## config.mk

```make
export PLATFORM = sky130hd
export DESIGN_NAME = lif_timestep_scheduler_flat
export DESIGN_NICKNAME = d
export VERILOG_FILES = /design/src/rtl/lif_pkg.sv /design/src/rtl/lif_timestep_scheduler_if.sv /design/src/rtl/lif_update_unit.sv /design/src/rtl/lif_timestep_scheduler.sv /design/src/flat_wrapper.sv
export SDC_FILE = /design/constraint.sdc
export NUM_CORES = 1
export LEC_CHECK = 0
export CORE_MARGIN = 1
export CORE_UTILIZATION = 54
export CTS_BUF_LIST = sky130_fd_sc_hd__clkbuf_8
export DETAILED_ROUTE_END_ITERATION = 8
export GPL_TIMING_DRIVEN = 0
export PLACE_DENSITY = 0.91
export SLEW_MARGIN = 20
export SYNTH_ARGS = -nofsm -noshare
export SYNTH_HDL_FRONTEND = slang
export SYNTH_SLANG_ARGS = --single-unit
```

## constraint.sdc

```tcl
create_clock -name clk -period 8.4 [get_ports clk]
set_clock_uncertainty 0.05 [all_clocks]
set_input_delay 1.68 -clock clk [delete_from_list [all_inputs] [get_ports clk]]
set_output_delay 1.68 -clock clk [all_outputs]
set_load 0.02 [all_outputs]
```

## src/rtl/lif_pkg.sv

```systemverilog
// Shared types and helpers for the time-multiplexed LIF neuron datapath.
package lif_pkg;

  typedef enum logic [1:0] {
    IDLE,
    UPDATE,
    DONE
  } lif_state_e;

  localparam int DEF_WIDTH     = 8;
  localparam int DEF_N_NEURONS = 8;

  // Unsigned add clamped to the all-ones value of a w-bit word (w <= 31).
  function automatic logic [31:0] sat_add(input logic [31:0] a,
                                          input logic [31:0] b,
                                          input int unsigned w);
    logic [32:0] sum;
    logic [32:0] lim;
    sum = {1'b0, a} + {1'b0, b};
    lim = (33'd1 << w) - 33'd1;
    return (sum > lim) ? lim[31:0] : sum[31:0];
  endfunction

endpackage

```

## src/rtl/lif_timestep_scheduler_if.sv

```systemverilog
// Request/result bundle between the current source, the scheduler and its debug reader.
interface lif_timestep_scheduler_if #(
  parameter int N_NEURONS = lif_pkg::DEF_N_NEURONS,
  parameter int WIDTH     = lif_pkg::DEF_WIDTH
);
  localparam int SEL_W = $clog2(N_NEURONS);

  logic                       start;
  logic [N_NEURONS*WIDTH-1:0] current_in;
  logic [WIDTH-1:0]           beta;
  logic [WIDTH-1:0]           threshold;
  logic                       busy;
  logic                       done;
  logic [N_NEURONS-1:0]       spike_vec;
  logic [SEL_W-1:0]           state_sel;
  logic [WIDTH-1:0]           state_rd;

  modport master (
    output start, current_in, beta, threshold, state_sel,
    input  busy, done, spike_vec, state_rd
  );

  modport slave (
    input  start, current_in, beta, threshold, state_sel,
    output busy, done, spike_vec, state_rd
  );

endinterface

```

## src/rtl/lif_update_unit.sv

```systemverilog
// Combinational single-neuron LIF step: decay, saturating integrate, subtractive-reset fire.
// REFRACTORY_EN adds a per-neuron refractory countdown that suppresses integration and firing.
module lif_update_unit
  import lif_pkg::*;
#(
  parameter int WIDTH = DEF_WIDTH
`ifdef REFRACTORY_EN
  , parameter int CNT_W = 2,
  parameter int REFRAC_STEPS = 2
`endif
) (
  input  logic [WIDTH-1:0] state,
  input  logic [WIDTH-1:0] current,
  input  logic [WIDTH-1:0] beta,
  input  logic [WIDTH-1:0] threshold,
`ifdef REFRACTORY_EN
  input  logic [CNT_W-1:0] refrac,
  output logic [CNT_W-1:0] next_refrac,
`endif
  output logic [WIDTH-1:0] next_state,
  output logic             spike
);

  logic [2*WIDTH-1:0] prod;
  logic [WIDTH-1:0]   decayed;
  logic [WIDTH-1:0]   sum_sat;
  logic               fire;

  // beta acts as a fraction of 2^WIDTH, so beta = all-ones is "almost no leak".
  assign prod    = {{WIDTH{1'b0}}, state} * {{WIDTH{1'b0}}, beta};
  assign decayed = WIDTH'(prod >> WIDTH);
  assign sum_sat = WIDTH'(sat_add(32'(decayed), 32'(current), WIDTH));
  assign fire    = (sum_sat >= threshold);

  always_comb begin
    next_state = fire ? (sum_sat - threshold) : sum_sat;
    spike      = fire;
`ifdef REFRACTORY_EN
    next_refrac = fire ? CNT_W'(REFRAC_STEPS) : '0;
    if (refrac != '0) begin
      next_state  = '0;
      spike       = 1'b0;
      next_refrac = refrac - CNT_W'(1);
    end
`endif
  end

endmodule

```

## src/rtl/lif_timestep_scheduler.sv

```systemverilog
// Sequences one shared LIF update unit over N_NEURONS stored states, one neuron per cycle;
// done pulses N_NEURONS cycles after start is accepted, start while busy is dropped. Option: REFRACTORY_EN.
module lif_timestep_scheduler
  import lif_pkg::*;
#(
  parameter int N_NEURONS    = DEF_N_NEURONS,
  parameter int WIDTH        = DEF_WIDTH,
  parameter int REFRAC_STEPS = 2
) (
  input logic                     clk,
  input logic                     rst_n,
  lif_timestep_scheduler_if.slave bus
);

  localparam int               IDX_W    = (N_NEURONS > 1) ? $clog2(N_NEURONS) : 1;
  localparam logic [IDX_W-1:0] LAST_IDX = IDX_W'(N_NEURONS - 1);

  typedef struct packed {
    logic [WIDTH-1:0] beta;
    logic [WIDTH-1:0] threshold;
  } cfg_t;

  lif_state_e                 fsm;
  logic [IDX_W-1:0]           idx;
  logic [WIDTH-1:0]           states [N_NEURONS];
  logic [N_NEURONS*WIDTH-1:0] cur_q;
  cfg_t                       cfg_q;
  logic [N_NEURONS-1:0]       spike_next;
  logic [N_NEURONS-1:0]       spike_vec_q;
  logic                       busy_q;
  logic                       done_q;

  logic [WIDTH-1:0]           cur_sel;
  logic [WIDTH-1:0]           upd_state;
  logic                       upd_spike;
  logic [N_NEURONS-1:0]       spike_merged;

  assign cur_sel = cur_q[int'(idx)*WIDTH +: WIDTH];

`ifdef REFRACTORY_EN
  localparam int CNT_W = (REFRAC_STEPS > 0) ? $clog2(REFRAC_STEPS + 1) : 1;

  logic [CNT_W-1:0] refrac [N_NEURONS];
  logic [CNT_W-1:0] upd_refrac;

  lif_update_unit #(
    .WIDTH        (WIDTH),
    .CNT_W        (CNT_W),
    .REFRAC_STEPS (REFRAC_STEPS)
  ) u_upd (
    .state       (states[idx]),
    .current     (cur_sel),
    .beta        (cfg_q.beta),
    .threshold   (cfg_q.threshold),
    .refrac      (refrac[idx]),
    .next_refrac (upd_refrac),
    .next_state  (upd_state),
    .spike       (upd_spike)
  );

  always_ff @(posedge clk) begin
    if (!rst_n) begin
      for (int i = 0; i < N_NEURONS; i++) refrac[i] <= '0;
    end else if (fsm == UPDATE) begin
      refrac[idx] <= upd_refrac;
    end
  end
`else
  logic [31:0] unused_refrac_steps;
  assign unused_refrac_steps = 32'(REFRAC_STEPS);

  lif_update_unit #(
    .WIDTH (WIDTH)
  ) u_upd (
    .state      (states[idx]),
    .current    (cur_sel),
    .beta       (cfg_q.beta),
    .threshold  (cfg_q.threshold),
    .next_state (upd_state),
    .spike      (upd_spike)
  );
`endif

  // The last neuron's spike is folded in directly so spike_vec is valid in the DONE cycle.
  always_comb begin
    spike_merged      = spike_next;
    spike_merged[idx] = upd_spike;
  end

  always_ff @(posedge clk) begin
    if (!rst_n) begin
      fsm         <= IDLE;
      idx         <= '0;
      cur_q       <= '0;
      cfg_q       <= '0;
      spike_next  <= '0;
      spike_vec_q <= '0;
      busy_q      <= 1'b0;
      done_q      <= 1'b0;
      for (int i = 0; i < N_NEURONS; i++) states[i] <= '0;
    end else begin
      case (fsm)
        IDLE: begin
          done_q <= 1'b0;
          if (bus.start) begin
            cur_q           <= bus.current_in;
            cfg_q.beta      <= bus.beta;
            cfg_q.threshold <= bus.threshold;
            idx             <= '0;
            busy_q          <= 1'b1;
            fsm             <= UPDATE;
          end
        end
        UPDATE: begin
          states[idx]     <= upd_state;
          spike_next[idx] <= upd_spike;
          if (idx == LAST_IDX) begin
            spike_vec_q <= spike_merged;
            done_q      <= 1'b1;
            fsm         <= DONE;
          end else begin
            idx <= idx + IDX_W'(1);
          end
        end
        DONE: begin
          done_q <= 1'b0;
          busy_q <= 1'b0;
          fsm    <= IDLE;
        end
        default: fsm <= IDLE;
      endcase
    end
  end

  assign bus.busy      = busy_q;
  assign bus.done      = done_q;
  assign bus.spike_vec = spike_vec_q;

  always_comb begin
    bus.state_rd = '0;
    if (int'(bus.state_sel) < N_NEURONS) bus.state_rd = states[bus.state_sel];
  end

endmodule
```

## src/flat_wrapper.sv

```systemverilog
// flat-port wrapper written by rule: the top's interface ports become plain ports
module lif_timestep_scheduler_flat import lif_pkg::*;
#(
  parameter int N_NEURONS    = DEF_N_NEURONS,
  parameter int WIDTH        = DEF_WIDTH,
  parameter int REFRAC_STEPS = 2
)
  (clk, rst_n, bus_start, bus_current_in, bus_beta, bus_threshold, bus_state_sel, bus_busy, bus_done, bus_spike_vec, bus_state_rd);
  lif_timestep_scheduler_if #(.N_NEURONS(N_NEURONS), .WIDTH(WIDTH)) bus_i ();
  input logic clk;
  input logic rst_n;
  input wire logic [$bits(bus_i.start)-1:0] bus_start;
  input wire logic [$bits(bus_i.current_in)-1:0] bus_current_in;
  input wire logic [$bits(bus_i.beta)-1:0] bus_beta;
  input wire logic [$bits(bus_i.threshold)-1:0] bus_threshold;
  input wire logic [$bits(bus_i.state_sel)-1:0] bus_state_sel;
  output wire logic [$bits(bus_i.busy)-1:0] bus_busy;
  output wire logic [$bits(bus_i.done)-1:0] bus_done;
  output wire logic [$bits(bus_i.spike_vec)-1:0] bus_spike_vec;
  output wire logic [$bits(bus_i.state_rd)-1:0] bus_state_rd;
  assign bus_i.start = bus_start;
  assign bus_i.current_in = bus_current_in;
  assign bus_i.beta = bus_beta;
  assign bus_i.threshold = bus_threshold;
  assign bus_i.state_sel = bus_state_sel;
  assign bus_busy = bus_i.busy;
  assign bus_done = bus_i.done;
  assign bus_spike_vec = bus_i.spike_vec;
  assign bus_state_rd = bus_i.state_rd;
  lif_timestep_scheduler #(.N_NEURONS(N_NEURONS), .WIDTH(WIDTH), .REFRAC_STEPS(REFRAC_STEPS)) u_core (.clk(clk), .rst_n(rst_n), .bus(bus_i));
endmodule
```

==> reports/qor.yml <==
drt:
  vias_per_cell: 6.57
  vias: 9545
  wl_per_cell_um: 23.7
  drt-initial-drc-count: 1495
  drcViolationCount: 23
  ant_nets: 0
  drtPass1Iterations: 9
  wirelength_mm: 34.5
synthesis:
  syn_nets: 1206
  syn_area_per_cell_um2: 9.78
  synth_flop_cell: "dfxtp_1"
  syn_inst: 1032
  yosysMostFrequentCell: "nand2_1"
  synth_common_cells: "185 x nand2_1, 106 x dfxtp_1, 100 x a21oi_1"
  async_flop_share: 0
  synth_simple_gate_area_frac: 0.177
  synth_edf_count: 64
  ys_warn_count: 0
  synthAdderAreaFrac: 0.137
  synth_xor_area_frac: 0.00955
  synth_compound_area_frac: 0.126
  synth_area_leaders: "dfxtp_1 21%, edfxtp_1 19%, fa_1 7.3%"
  yosysTopAreaCell: "dfxtp_1"
  synth_top_family_by_area: "simple AND/OR/NAND/NOR gates"
  post_synth_mux_area_share: 0.107
  synth_area_um2: 10100
  synth-seq-area-share: 0.401
  synth.distinct_cells: 64
  ys_ff_latch: 170
  synth.top_cell.area_share: 0.210
timing:
  tns_ns: -52.93
  clock.fmax_ghz: 0.109
  worst_pin_slew_ns: 0.817
  timing.final.crit_share: 1.09
  setup_ws_ns: -0.781
  hold_violations: 0
  max_slew_margin: 0.455
  rsz0062_at_grt: "true"
  slew_viol_final: 0
  finalHoldWorstSlack_ns: 0.410
  setup_viol_count_final: 80
  period_minus_slack_ns: 9.18
worst_setup_path:
  path_depth: 35
  critical_path_class: "reg2reg"
  reg2reg_depth: 35
  critPathMaxFanout: 8
  critPathCaptureType: "flip-flop"
  crit_path_end: "u_core.states[1][7]$_SDFFCE_PN0P_"
  worst_setup_path_start_kind: "flip-flop"
  crit_buf_inv: 8
  r2r_slack_ns: -0.78
  crit_family: "compound AO/OA/AOI/OAI gates"
  critical_path.most_common_cell: "fa_1"
  r2r-end: "u_core.states[1][7]$_SDFFCE_PN0P_"
  required_ns: 8.58
  cp.arrival_ns: 9.36
  cp_slowest_cell: "fa_1"
  max_stage_delay_ns: 0.57
power:
  p_leak_nw: 5.04
  peakVddDrop_mv: 0.173
  power.density_nw_per_um2: 215
floorplan:
  fp.dieH_um: 139
  rows: 49
  initial_core_util: 0.556
  die_w_um: 139
  core_um2: 18100
  dieArea_um2: 19200
  io_pins: 104
outcome:
  violations: "DRC, setup timing"
  status: "finished with violations"
clock_network:
  cts_buffer_depth: 2
  numCtsBuffers: 17
  root_buffer: "clkbuf_8"
  h-tree-depth: 4
  hold_buffers: 0
  cts_tree: "built"
  cts.sinks: 170
  cts.clk_slew.worst_paths_ns: 0.10
  worst_skew_pair.late_latency_ns: 0.51
final_layout:
  stdcell_count: 1453
  syn2layout_area_growth_pct: 26.5
  drive_gt1_frac: 0.183
  final.fill_count: 1156
  finalInstanceArea_um2: 12800
  diodes: 0
  nets: 1385
placement:
  placed_cells_incl_taps: 1361
  place_hpwl_mm: 19.9
  place_ws_ns: -1.01
  port_buffers: 100
  routabilityCongestion: 0.900
  place_area_um2: 11500
grt:
  grt_pass1_vias: 9334
  gr-total-overflow: 0
  grt_pass1_wl_mm: 49.3
  grt_max_degree: 17
  grt_antenna_before_repair: 0
  grt_usage: 0.331
min_path:
  hold_path_class: "reg2reg"
run:
  drv_cap: 0
## per-stage QoR
stage | total power [mW] | util
global placement | 1.70 | 0.632
CTS | 2.48 | 0.687
floorplan | 1.51 | -
finish | 2.74 | 0.703
global route | 2.81 | 0.703
detailed placement | 1.74 | 0.632
## registers in the layout, summed over array words and instances (netlist names), named ones only
signal                cells
u_core.bus.busy           1
u_core.bus.done           1
u_core.bus.spike_vec      8
u_core.cfg_q             16
u_core.cur_q             64
u_core.fsm                2
u_core.idx                3
u_core.spike_next         8
u_core.states            64
## worst register-to-register path, delay by kind of cell (launching register included)
kind	cells	cell delay (ns)
DFF	1	0.34
and+or+nand+nor	3	0.61
buffers and inverters	8	0.80
adders and majority gates	8	3.08
AOI/OAI and AO/OA	14	3.15
muxes	2	0.88
## layer usage
layer | up-vias | global-route usage | share of wire
met4 | 0 | 0.210 | 0.077
met2 | 857 | 0.552 | 0.46
met5 | - | 0 | 0
met1 | 4460 | 0.384 | 0.34
met3 | 276 | 0.0843 | 0.12
li1 | 3952 | - | -
## how the worst min path moves through the flow
| stage | end | startpoint | depth (start not counted) | slack [ns] |
|---|---|---|---|---|
| after CTS | u_core.cfg_q[6]$_SDFFE_PN0P_ | u_core.cfg_q[6]$_SDFFE_PN0P_ | 2 | 0.41 |
| final | u_core.cur_q[9]$_SDFFE_PN0P_ | u_core.cur_q[9]$_SDFFE_PN0P_ | 2 | 0.41 |
| after detailed placement | u_core.cur_q[15]$_SDFFE_PN0P_ | u_core.cur_q[15]$_SDFFE_PN0P_ | 2 | 0.40 |
| after global placement | u_core.cur_q[15]$_SDFFE_PN0P_ | u_core.cur_q[15]$_SDFFE_PN0P_ | 2 | 0.39 |
| after floorplan | u_core.cur_q[16]$_SDFFE_PN0P_ | u_core.cur_q[16]$_SDFFE_PN0P_ | 2 | 0.39 |
| after global routing | u_core.cur_q[9]$_SDFFE_PN0P_ | u_core.cur_q[9]$_SDFFE_PN0P_ | 2 | 0.43 |
## cell families (layout without fill, tap and decap cells)
logic type,Yosys count,in the layout
simple gates,392,392
compound gates,203,204
flops,170,170
buf+inv,110,301
fa+ha+maj,88,88
mux,58,58
xor+xnor,11,11
## area by class of cell
type | instances | area, µm² | share of cell area
Clock inverter | 15 | 169 | 0.0132
Buffer | 60 | 295 | 0.0231
Clock buffer | 17 | 234 | 0.0183
Sequential cell | 170 | 4050 | 0.317
Multi-Input combinational cell | 753 | 6010 | 0.471
Inverter | 50 | 188 | 0.0147
Tap cell | 229 | 287 | 0.0224
Timing Repair Buffer | 159 | 1540 | 0.120
## where the power goes
group | internal (mW) | switching [mW] | total (mW)
logic | 0.528 | 0.670 | 1.20
clock network | 0.270 | 0.347 | 0.617
registers | 0.897 | 0.0335 | 0.930
total | 1.69 | 1.05 | 2.74
## repair_timing
item	CTS	global route
setup buffers	42	16
cloned	1	1
setup endpoints to repair	80	80
pin swaps	45	32
gates resized for setup	58	44
## placed cells by master, fill, tap and decap left out, types with 6 or more instances in the layout
cell             instances
a21o_1                   8
a21oi_1                 96
a22o_1                   8
and2_1                   6
buf_4                   47
buf_6                   11
clkbuf_1                49
clkbuf_8                17
clkdlybuf4s50_1        100
dfxtp_1                105
edfxtp_1                64
fa_1                    33
ha_1                    42
inv_1                   45
mux2_2                   8
mux2i_4                 13
mux4_2                  31
nand2_1                185
nand2b_1                 7
nor2_1                  78
nor2_2                  11
nor2b_1                 45
nor3_1                   9
o21ai_0                 11
o21ai_1                  8
o221ai_1                 7
o22a_1                   7
o22ai_1                 18
or3_1                   16
Power figures use the tool's default switching activity.
